### config.mk
export PLATFORM = sky130hd
export DESIGN_NAME = rng_addr_arbiter_flat
export DESIGN_NICKNAME = d
export VERILOG_FILES = /design/src/rtl/rng_addr_arbiter_if.sv /design/src/rtl/rng_addr_arbiter.sv /design/src/flat_wrapper.sv
export SDC_FILE = /design/constraint.sdc
export NUM_CORES = 1
export LEC_CHECK = 0
export CAP_MARGIN = 25
export CORE_ASPECT_RATIO = 0.8
export CORE_UTILIZATION = 37
export CTS_CLUSTER_SIZE = 20
export DETAILED_ROUTE_END_ITERATION = 8
export PLACE_DENSITY = 0.82
export SLEW_MARGIN = 20
export SYNTH_ARGS = -nofsm -noshare
export SYNTH_HDL_FRONTEND = slang
export SYNTH_SLANG_ARGS = --single-unit
### constraint.sdc
create_clock -name clock_i -period 4.7 [get_ports clock_i]
set_input_delay 1.175 -clock clock_i [delete_from_list [all_inputs] [get_ports clock_i]]
set_output_delay 1.175 -clock clock_i [all_outputs]
set_load 0.02 [all_outputs]
### src/rtl/rng_addr_arbiter_if.sv
// Requester-side bus of rng_addr_arbiter: packed per-agent requests plus the shared response.
// The master modport is the agent side; the slave modport is the arbiter side.
interface rng_addr_arbiter_if #(
  parameter int NREQ = 4,
  parameter int W    = 16
);
  logic [NREQ-1:0]   req_valid;
  logic [NREQ*W-1:0] req_count;
  logic [NREQ*W-1:0] req_which;
  logic [NREQ-1:0]   req_ready;
  logic [NREQ-1:0]   rsp_valid;
  logic [W-1:0]      rsp_address;
  logic              rsp_err;

  modport master (
    output req_valid, req_count, req_which,
    input  req_ready, rsp_valid, rsp_address, rsp_err
  );

  modport slave (
    input  req_valid, req_count, req_which,
    output req_ready, rsp_valid, rsp_address, rsp_err
  );
endinterface

### src/rtl/rng_addr_arbiter.sv
// Round-robin scheduler sharing one "which mod count" reducer among NREQ agents.
// Optional WAIT watchdog enabled by defining RNG_ARB_TIMEOUT_EN.
module rng_addr_arbiter #(
  parameter int NREQ        = 4,
  parameter int W           = 16,
  parameter int TIMEOUT_CYC = 1024
) (
  input  logic              clock_i,
  input  logic              rst_i,
  rng_addr_arbiter_if.slave req_if,
  output logic              busy_o,
  output logic              u_nrst_o,
  output logic              u_start_o,
  output logic [W-1:0]      u_count_o,
  output logic [W-1:0]      u_which_o,
  input  logic [W-1:0]      u_address_i,
  input  logic              u_done_i
);
  localparam int PW = (NREQ > 1) ? $clog2(NREQ) : 1;

  typedef enum logic [2:0] {IDLE, CLEAR, LAUNCH, WAIT, RESP} state_e;

  if (NREQ < 2 || NREQ > 16 || W < 1 || TIMEOUT_CYC < 1) begin : g_param_check
    $error("rng_addr_arbiter: parameter out of range");
  end

  state_e        state_q, state_d;
  logic [PW-1:0] ptr_q, ptr_d;
  logic [W-1:0]  u_count_q, u_count_d;
  logic [W-1:0]  u_which_q, u_which_d;
  logic [W-1:0]  rsp_address_q, rsp_address_d;
  logic          rsp_err_q, rsp_err_d;

`ifdef RNG_ARB_TIMEOUT_EN
  localparam int TW = ($clog2(TIMEOUT_CYC + 1) > W) ? $clog2(TIMEOUT_CYC + 1) : W;
  logic [TW-1:0] tmo_q, tmo_d;
`endif

  logic [W-1:0] cnt_a [NREQ];
  logic [W-1:0] whc_a [NREQ];

  for (genvar g = 0; g < NREQ; g++) begin : g_unpack
    assign cnt_a[g] = req_if.req_count[g*W +: W];
    assign whc_a[g] = req_if.req_which[g*W +: W];
  end

  // First valid agent after the last grant, wrapping; the last winner is checked last.
  logic          hit;
  logic [PW-1:0] win;
  logic [PW-1:0] cand;

  // NOTE: every variable written in always_comb gets a default first, so no path leaves it unassigned (no latch).
  always_comb begin
    hit  = 1'b0;
    win  = ptr_q;
    cand = ptr_q;
    for (int i = 1; i <= NREQ; i++) begin
      cand = PW'((int'(ptr_q) + i) % NREQ);
      if (!hit && req_if.req_valid[cand]) begin
        hit = 1'b1;
        win = cand;
      end
    end
  end

  always_comb begin
    state_d          = state_q;
    ptr_d            = ptr_q;
    u_count_d        = u_count_q;
    u_which_d        = u_which_q;
    rsp_address_d    = rsp_address_q;
    rsp_err_d        = rsp_err_q;
    req_if.req_ready = '0;
    req_if.rsp_valid = '0;
    u_start_o        = 1'b0;
`ifdef RNG_ARB_TIMEOUT_EN
    tmo_d            = tmo_q;
`endif
    if (!rst_i) begin
      unique case (state_q)
        IDLE: begin
          if (hit) begin
            req_if.req_ready = NREQ'(1) << win;
            ptr_d            = win;
            u_count_d        = cnt_a[win];
            u_which_d        = whc_a[win];
            // A zero divisor would keep the reducer spinning forever.
            if (cnt_a[win] == '0) begin
              rsp_err_d     = 1'b1;
              rsp_address_d = '0;
              state_d       = RESP;
            end else begin
              rsp_err_d = 1'b0;
              state_d   = CLEAR;
            end
          end
        end
        CLEAR: state_d = LAUNCH;
        LAUNCH: begin
          u_start_o = 1'b1;
          state_d   = WAIT;
`ifdef RNG_ARB_TIMEOUT_EN
          tmo_d     = '0;
`endif
        end
        WAIT: begin
          if (u_done_i) begin
            rsp_address_d = u_address_i;
            state_d       = RESP;
          end
`ifdef RNG_ARB_TIMEOUT_EN
          else if (tmo_q == TW'(TIMEOUT_CYC - 1)) begin
            rsp_address_d = '0;
            rsp_err_d     = 1'b1;
            state_d       = RESP;
          end else begin
            tmo_d = tmo_q + 1'b1;
          end
`endif
        end
        RESP: begin
          req_if.rsp_valid = NREQ'(1) << ptr_q;
          state_d          = IDLE;
        end
        default: state_d = IDLE;
      endcase
    end
  end

  // NOTE: sequential state uses non-blocking assignments so every register sees pre-edge values.
  always_ff @(posedge clock_i) begin
    if (rst_i) begin
      state_q       <= IDLE;
      ptr_q         <= PW'(NREQ - 1);
      u_count_q     <= '0;
      u_which_q     <= '0;
      rsp_address_q <= '0;
      rsp_err_q     <= 1'b0;
`ifdef RNG_ARB_TIMEOUT_EN
      tmo_q         <= '0;
`endif
    end else begin
      state_q       <= state_d;
      ptr_q         <= ptr_d;
      u_count_q     <= u_count_d;
      u_which_q     <= u_which_d;
      rsp_address_q <= rsp_address_d;
      rsp_err_q     <= rsp_err_d;
`ifdef RNG_ARB_TIMEOUT_EN
      tmo_q         <= tmo_d;
`endif
    end
  end

  // The reducer only idles through reset, so it is held there during rst and pulsed in CLEAR.
  assign u_nrst_o           = !(rst_i || state_q == CLEAR);
  assign busy_o             = !rst_i && (state_q != IDLE);
  assign u_count_o          = u_count_q;
  assign u_which_o          = u_which_q;
  assign req_if.rsp_address = rsp_address_q;
  assign req_if.rsp_err     = rsp_err_q;
endmodule

### src/flat_wrapper.sv
// flat-port wrapper written by rule: the top's interface ports become plain ports
module rng_addr_arbiter_flat 
#(
  parameter int NREQ        = 4,
  parameter int W           = 16,
  parameter int TIMEOUT_CYC = 1024
)
  (clock_i, rst_i, busy_o, u_nrst_o, u_start_o, u_count_o, u_which_o, u_address_i, u_done_i, req_if_req_valid, req_if_req_count, req_if_req_which, req_if_req_ready, req_if_rsp_valid, req_if_rsp_address, req_if_rsp_err);
  rng_addr_arbiter_if #(.NREQ(NREQ), .W(W)) req_if_i ();
  input  logic clock_i;
  input  logic rst_i;
  output logic busy_o;
  output logic u_nrst_o;
  output logic u_start_o;
  output logic [W-1:0] u_count_o;
  output logic [W-1:0] u_which_o;
  input  logic [W-1:0] u_address_i;
  input  logic u_done_i;
  input wire logic [$bits(req_if_i.req_valid)-1:0] req_if_req_valid;
  input wire logic [$bits(req_if_i.req_count)-1:0] req_if_req_count;
  input wire logic [$bits(req_if_i.req_which)-1:0] req_if_req_which;
  output wire logic [$bits(req_if_i.req_ready)-1:0] req_if_req_ready;
  output wire logic [$bits(req_if_i.rsp_valid)-1:0] req_if_rsp_valid;
  output wire logic [$bits(req_if_i.rsp_address)-1:0] req_if_rsp_address;
  output wire logic [$bits(req_if_i.rsp_err)-1:0] req_if_rsp_err;
  assign req_if_i.req_valid = req_if_req_valid;
  assign req_if_i.req_count = req_if_req_count;
  assign req_if_i.req_which = req_if_req_which;
  assign req_if_req_ready = req_if_i.req_ready;
  assign req_if_rsp_valid = req_if_i.rsp_valid;
  assign req_if_rsp_address = req_if_i.rsp_address;
  assign req_if_rsp_err = req_if_i.rsp_err;
  rng_addr_arbiter #(.NREQ(NREQ), .W(W), .TIMEOUT_CYC(TIMEOUT_CYC)) u_core (.clock_i(clock_i), .rst_i(rst_i), .req_if(req_if_i), .busy_o(busy_o), .u_nrst_o(u_nrst_o), .u_start_o(u_start_o), .u_count_o(u_count_o), .u_which_o(u_which_o), .u_address_i(u_address_i), .u_done_i(u_done_i));
endmodule
; ---- After elaboration in Yosys (flattened, before gate mapping)
; Cells that the tools add are included.
[totals]
elab_cells = 80
reg_bits = 54
inputBits = 151
[classes]
reduce_logical = 17
add_sub_neg = 4
shifts = 2
bitwise = 1
n_lt_le_gt_ge = 5
eq_ne = 7
n_mux = 38
[op_table]
columns = operator, count
row1 = 2-to-1 mux 16 bit, 7
row2 = binary-select mux 16 bit (select 2 bit), 2
row3 = case mux 16 bit (2 select lines), 1
row4 = 2-to-1 mux 4 bit, 5
row5 = logical NOT 16 bit, 1
row6 = "less-than comparator 2 x 3 -> 1 bit, second input constant", 4
row7 = case mux 3 bit (4 select lines), 1
row8 = 2-to-1 mux 1 bit, 11
row9 = 2-to-1 mux 3 bit, 3
row10 = binary-select mux 1 bit (select 2 bit), 4
row11 = 2-to-1 mux 2 bit, 4
row12 = "left shift 1 x 2 -> 4 bit, first input constant", 2
row13 = "== test 3 x 2 -> 1 bit, second input constant", 2
row14 = logical NOT 1 bit, 5
row15 = "adder 2 x 1 -> 2 bit, second input constant", 2
row16 = "adder 2 bit, second input constant", 2
row17 = logical AND 1 bit, 4
row18 = "inequality test 2 x 1 -> 1 bit, second input constant", 2
row19 = AND reduction 2 bit, 2
row20 = AND reduction 4 bit, 1
row21 = "== test 3 x 1 -> 1 bit, second input constant", 1
row22 = "== test 3 bit, second input constant", 1
row23 = ">= comparator 3 bit, second input constant", 1
row24 = logical NOT 3 bit, 1
row25 = 5 further kinds, 5

; ---- Logic depth before layout (Yosys ltp)
; Gate-level depths: netlist of run 1.
[logic_depth]
word_depth = 21
ltp_mapped = 12
mapped_depth_nobuf = 8

; ---- Least setup slack after synthesis of run 1
; No wires, ideal clock.
[synth_path]
kind = input -> output
from = input port req_if_req_valid[1]
to = output port req_if_req_ready[3]
required_ps = 3525
n_path_buf = 2
stages = 7
setup_slack_ps = 674
arrival_ps = 2851
cell_sequence = mux4_2 -> nor2b_4 -> or3_1 -> buf_6 -> nand2_8 -> buf_6 -> nor3_1
[synth_via]
elab_chain_len = 16
elab_cells_between_ends = 26
classes_between = shift (1) / mux (19) / reduce/logical (6)
[synth_rtl]
columns = item, line
row1 = from (decl), flat_wrapper.sv:19  ; input wire logic [$bits(req_if_i.req_valid)-1:0] req_if_req_valid;
row2 = binary-select mux 1 bit (select 2 bit), rng_addr_arbiter.sv:59  ; if (!hit && req_if.req_valid[cand]) begin
row3 = 2-to-1 mux 1 bit (not written as such), rng_addr_arbiter.sv:59
row4 = 2-to-1 mux 1 bit, rng_addr_arbiter.sv:59
row5 = logical NOT 1 bit, rng_addr_arbiter.sv:59
row6 = logical AND 1 bit, rng_addr_arbiter.sv:59
row7 = 2-to-1 mux 1 bit, rng_addr_arbiter.sv:59
row8 = logical NOT 1 bit, rng_addr_arbiter.sv:59
row9 = logical AND 1 bit, rng_addr_arbiter.sv:59
row10 = 2-to-1 mux 1 bit, rng_addr_arbiter.sv:59
row11 = logical NOT 1 bit, rng_addr_arbiter.sv:59
row12 = logical AND 1 bit, rng_addr_arbiter.sv:59
row13 = 2-to-1 mux 2 bit, rng_addr_arbiter.sv:59
row14 = left shift 1 x 2 -> 4 bit, rng_addr_arbiter.sv:83  ; req_if.req_ready = NREQ'(1) << win;
row15 = 2-to-1 mux 4 bit *, rng_addr_arbiter.sv:82  ; if (hit) begin
row16 = 2-to-1 mux 4 bit *, rng_addr_arbiter.sv:80  ; unique case (state_q)
row17 = 2-to-1 mux 4 bit *, rng_addr_arbiter.sv:79  ; if (!rst_i) begin
row18 = to (decl), flat_wrapper.sv:22  ; output wire logic [$bits(req_if_i.req_ready)-1:0] req_if_req_ready;
; Mark *: on every way between the ends. The rest lies on a longest branch, timed or not. The select of a mux whose other input is x is not followed.

; ---- Worst setup path in the final report of run 1
[layout_path]
from = input port req_if_req_valid[0]
to = output port req_if_req_ready[0]
; Same word-level chain as after synthesis.

==> impl_metrics.toml, run 1 <==
[outcome]
outcome = "finished clean"

[synthesis]
synth_edf_count = 0
ys_seq_area_share_pct = 33.4
synthFlopType = "dfxtp_1"
synth_seq_cells = 54
synth_area_um2 = 3240
synth_cell_types = 39
yosys-top-cells-area = "dfxtp_1 (33%), mux4_2 (24%), a22o_1 (8.7%)"
ys_warn_count = 0
syn_inst = 305
synth-async-reset-ratio_pct = 0
synth_top_cell_by_area = "dfxtp_1"
syn_avg_cell_area_um2 = 10.6
synthesis.nets = 460
synth_top_cell_area_share_pct = 33.4

[worst_setup_path]
worstPathArrival_ns = 3.42
setup.worst_path.end_class = "output port"
rrSetupSlack_ns = 1.07
max_stage_delay_ns = 0.63
r2r_end = "u_core.u_count_o[1]"
crit_type = "input port to output port"
critical_path.most_common_cell = "clkdlybuf4s50_1"
rr_worst_depth = 10
cpMaxStageDelayCell = "clkdlybuf4s50_1"
path_cells = "clkdlybuf4s50_1 > mux4_2 > nor2b_4 > or3_1 > a21oi_1 > clkdlybuf4s50_1"
critical_path_required_ns = 3.52
critPathLaunch = "req_if_req_valid[0]"
crit_fanout = 3
worstReg2RegStart = "u_core.ptr_q[1]"
start_kind = "input port"

[clocking]
cts_hold_buf = 0
max-clock-path-buffers = 2
post_cts_buffers = 0
cts_tree = "done"
clk_pin_slew_ns = 0.12
clock_sinks = 54
root_buffer = "clkbuf_8"
clk_latency_ns = 0.32
htreeDepth = 2
cts_buffers = 5

[finish]
nets = 668
utilization_pct = 66.2
diodes = 0
syn_to_final_growth_pct = 73.3
fill_cells = 707
drive_above_1_share_pct = 13.2
multi_input_comb_area_um2 = 1970
final-seq-area_um2 = 1080

[global_routing]
grt_overflow = 0
grt_max_degree = 34
antenna_found_initial = 0
grtUsageTotal_pct = 26.1
grt_pass1_vias = 3575
grt_pass1_wl_mm = 18.7

[route]
routedWlPerCell_um = 18.9
vias = 3496
drc = 0
routed_wl_mm = 11.8
viasPerCell = 5.58
drt_first_pass_iters = 4
antenna_left = 0
drt_iter0_drc = 158

[job]
drv_cap = 0

[sta]
finClkSkew_ns = 0.0188
setup_violations = 0
rsz0062_at_grt = "no"
slew_headroom_pct = 58.2
drv_slew = 0
finalHoldViolCount = 0
fmax_ghz = 0.217
setup-tns-final_ns = 0
fin_crit_ns = 4.60
period_share_pct = 97.9
worst_pin_slew_ns = 0.626

[place]
dp_hpwl_mm = 9.34
numPortBuffers = 210
place.gp.congestion = 0.913

[min_path]
whs_endpoint = "u_core.req_if.rsp_err"
min_path_cells = 2
hold_path.startpoint = "u_core.req_if.rsp_err"
hold_class = "register to register"

[die]
ios = 211
die_w_um = 107
coreArea_um2 = 8480
num_rows = 30
start_util_pct = 38.2
dieArea_um2 = 9140
fp.dieH_um = 85.7

[pwr]
p_leak_nw = 2.01
vdd_drop_max_mv = 0.286
p_per_area_nw_per_um2 = 440
-- layer usage --
metal  vias to the layer above  track usage (%)  wire, um
li1                       1619                -         -
met1                      1703             33.1      4890
met5                         -                0         0
met3                        19             5.62       950
met2                       155             44.7      5740
met4                         0             7.72       242
-- state kept, by name (all words and copies together) (netlist names) --
signal and cells:
u_core.state_q 3, u_core.req_if.rsp_err 1, u_core.req_if.rsp_address 16, u_core.u_which_o 16
u_core.u_count_o 16, u_core.ptr_q 2
-- synthesized netlist by cell type, types with 2 or more instances --
library cell and count:
a211oi_1 2, a21oi_1 5, a22o_1 32, and2_1 5, buf_1 2, buf_2 2, buf_6 4, clkbuf_1 18
dfxtp_1 54, ha_1 4, inv_1 20, mux2i_1 2, mux4_2 35, nand2_1 20, nand2b_1 2, nand4_1 20
nor2_1 10, nor2b_1 3, nor3_1 6, nor4_1 17, nor4b_1 2, o211ai_1 17, o21bai_1 3, or2_2 2
or3_1 4
-- where the power goes --
| group | switching (mW) | internal (mW) | total, mW |
|---|---|---|---|
| clock | 0.167 | 0.163 | 0.330 |
| combinational | 0.687 | 0.820 | 1.51 |
| sequential | 0.0676 | 0.569 | 0.637 |
-- worst max path at each step --
stage,endpoint,slack (ns),cells after the start
final,req_if_req_ready[0],0.10,6
after global routing,req_if_req_ready[0],0.02,8
after detailed placement,req_if_req_ready[2],-0.02,6
after global placement,req_if_req_ready[2],0.02,6
after floorplan,req_if_req_ready[3],0.67,7
after CTS,req_if_req_ready[1],0.04,8
-- cell usage in the layout (no fill, tap or decap), types with 2 or more instances in the layout --
master / instances
ha_1: 4
nand2b_1: 2
a211oi_1: 2
nor2_2: 2
nor3_1: 6
mux2i_1: 2
nor2_1: 8
clkdlybuf4s50_1: 207
dlygate4sd2_1: 2
nor2b_1: 3
clkbuf_8: 5
a21oi_1: 5
nand4_1: 20
dfxtp_1: 54
and2_1: 5
o21bai_1: 3
nor4_1: 17
buf_4: 17
mux4_2: 35
inv_1: 20
o211ai_1: 17
nand2_1: 20
a22o_1: 32
or3_1: 4
nor4b_1: 2
or2_2: 2
-- per-stage QoR --
| stage | worst slack, ns | total power, mW | area, um^2 | hold WS [ns] | cells |
|---|---|---|---|---|---|
| floorplan | 0.674 | 1.63 | 3240 | 0.537 | 305 |
| global placement | 0.0163 | 2.13 | 5500 | 0.452 | 618 |
| detailed placement | -0.0246 | 2.16 | 5500 | 0.454 | 618 |
| CTS | 0.0394 | 2.50 | 5610 | 0.482 | 626 |
| global route | 0.0244 | 2.61 | 5620 | 0.503 | 626 |
| finish | 0.101 | 2.47 | 5620 | 0.475 | 626 |
-- logic make-up (layout without fill, tap and decap cells) --
group | Yosys count | after routing | share of synthesized area (%)
flops | 54 | 54 | 33.4
simple gates | 95 | 95 | 16.6
buf+inv | 46 | 255 | 6.33
fa+ha+maj | 4 | 4 | 1.55
compound gates | 69 | 69 | 17.2
mux | 37 | 37 | 25.0
-- final cells by class --
type | count | share of cell area, %
clock buffer | 5 | 1.23
clock inverter | 3 | 0.869
inverter | 20 | 1.34
multi-input combinational | 205 | 35.1
sequential | 54 | 19.3
tap | 112 | 2.50
timing repair buffer | 227 | 39.7
-- critical path, delay by kind of cell --
kind,cells,cell delay (ns)
simple gates,2,0.53
mux,1,0.48
compound gates,1,0.16
buf+inv,2,1.07
-- timing repair --
| action | 4_1_cts | 5_1_grt |
|---|---|---|
| endpoints found under the setup margin | 2 | 1 |
| gates resized for setup | 2 | 1 |
| gates cloned | 0 | 0 |
| hold endpoints to repair | 0 | 0 |
Note: power is estimated with default switching activity, not from simulation.
==> run 2, diff against run 1 <==
Settings changed: GPL_TIMING_DRIVEN from default to 0.
==> impl_metrics.toml, run 2 (synthesized netlist as in run 1, its figures left out) <==
[clocking]
htreeDepth = 2
root_buffer = "clkbuf_8"
clk_latency_ns = 0.31
cts_tree = "done"
cts_hold_buf = 0
max-clock-path-buffers = 2
cts_buffers = 5
clock_sinks = 54
clk_pin_slew_ns = 0.11

[route]
dr_wl_met3_um = 773
drc = 0
routed_wl_mm = 12.3
viasPerCell = 5.64
wl_met1_mm = 5.23
drt_iter0_drc = 150
drt_first_pass_iters = 4
routedWlPerCell_um = 19.3
vias = 3581
met2_wirelength_mm = 5.98
top_layer = "met4"
antenna_left = 0

[die]
dieArea_um2 = 9140
coreArea_um2 = 8480
start_util_pct = 38.2
die_w_um = 107
fp.dieH_um = 85.7
ios = 211
num_rows = 30

[finish]
multi_input_comb_area_um2 = 1960
drive_above_1_share_pct = 11.5
final_cell_mix = "clkdlybuf4s50_1 (206), dfxtp_1 (54), mux4_2 (35)"
nets = 677
final-seq-area_um2 = 1080
syn_to_final_growth_pct = 71.9
final_common_cell = "clkdlybuf4s50_1"
fill_cells = 710
stdcell_count = 635
diodes = 0

[worst_setup_path]
critical_path_required_ns = 3.52
start_kind = "input port"
rr_worst_depth = 13
rrSetupSlack_ns = 0.87
setup.worst_path.end_class = "output port"
r2r_end = "u_core.u_count_o[1]"
worstReg2RegStart = "u_core.ptr_q[0]"
worstPathArrival_ns = 3.39
crit_type = "input port to output port"
crit_fanout = 6

[sta]
fin_crit_ns = 4.56
rsz0062_at_grt = "no"
finalHoldViolCount = 0
worst_pin_slew_ns = 0.924
setup-tns-final_ns = 0
fmax_ghz = 0.219
finClkSkew_ns = 0.0217
slew_headroom_pct = 37.9
setup_violations = 0
fin_ws_ns = 0.137
drv_slew = 0
period_share_pct = 97.1

[place]
dp_cells = 627
place.gp.congestion = 0.914
dp_hpwl_mm = 10.0
place_ws_ns = -0.837
numPortBuffers = 210

[pwr]
p_int_mw = 1.50
p_leak_nw = 1.97
vdd_drop_max_mv = 0.431
switchingPower_uw = 945
clock_power_share_pct = 10.7
pwr-share-comb_pct = 63.1
p_sw_share_pct = 38.6
p_per_area_nw_per_um2 = 439
power_frac_seq_pct = 26.2

[global_routing]
grt_pass1_vias = 3759
grtUsageTotal_pct = 27.3
grt_overflow = 0
grt_max_degree = 20
antenna_found_initial = 0
grt_pass1_wl_mm = 19.4

[min_path]
min_path_cells = 2
hold_path.startpoint = "u_core.req_if.rsp_err"
hold_class = "register to register"
whs_endpoint = "u_core.req_if.rsp_err"

[job]
drv_cap = 0

[outcome]
outcome = "finished clean"
run 2: changes by cell type in the layout (fill, tap and decap cells not counted), sizes merged:
cell and delta:
bufinv -1, dlymetal6s2s -1, clkbuf +20, clkinv +2, clkinvlp -1, clkdlybuf4s50 -1
buf -9
run 2: repair_timing:
item                       CTS  global route
setup endpoints to repair    4             3
cloned                       0             0
resized for setup            9             7
buffers inserted             0             2
run 2: area by class of cell:
type | count | area share (%)
Tap cell | 112 | 2.52
Timing Repair Buffer | 212 | 37.8
Sequential cell | 54 | 19.4
Inverter | 20 | 1.35
Buffer | 24 | 2.25
Clock buffer | 5 | 1.24
Clock inverter | 3 | 0.337
Multi-Input combinational cell | 205 | 35.1
run 2: worst max-delay path by stage:
stage / to / start
6_report: req_if_req_ready[0] / req_if_req_valid[2]
5_1_grt: req_if_req_ready[0] / req_if_req_valid[1]
4_1_cts: req_if_req_ready[3] / req_if_req_valid[2]
3_5_place_dp: req_if_req_ready[0] / req_if_req_valid[0]
3_3_place_gp: req_if_req_ready[0] / req_if_req_valid[0]
2_1_floorplan: req_if_req_ready[3] / req_if_req_valid[1]
run 2: critical path, cell delays in order:
cell and delay, ns:
clkdlybuf4s50_1 0.51, mux4_2 0.49, nor2b_4 0.17, or3_1 0.36
buf_6 0.15, a21oi_1 0.16, dlygate4sd2_1 0.37
run 2: through the flow:
step	hold slack [ns]	instance area, um^2	power, mW	util (%)
2_1_floorplan	0.537	3240	1.63	-
3_3_place_gp	0.436	5480	2.16	64.6
3_5_place_dp	0.443	5480	2.20	64.6
4_1_cts	0.470	5560	2.44	65.5
6_report	0.471	5570	2.45	65.6
5_1_grt	0.506	5570	2.59	65.6
run 2: power by group through the flow:
| stage | clock network, mW | logic, mW | registers [mW] |
|---|---|---|---|
| 5_1_grt | 0.284 | 1.65 | 0.656 |
| 6_report | 0.262 | 1.54 | 0.642 |
| 3_5_place_dp | 0 | 1.55 | 0.651 |
| 4_1_cts | 0.268 | 1.53 | 0.640 |
| 2_1_floorplan | 0 | 0.865 | 0.767 |
| 3_3_place_gp | 0 | 1.51 | 0.643 |
run 2: metal layers:
| layer | vias up | GRT usage [%] |
|---|---|---|
| li1 | 1645 | - |
| met1 | 1765 | 34.3 |
| met2 | 147 | 47.4 |
| met3 | 24 | 6.00 |
| met4 | 0 | 7.35 |
| met5 | - | 0 |
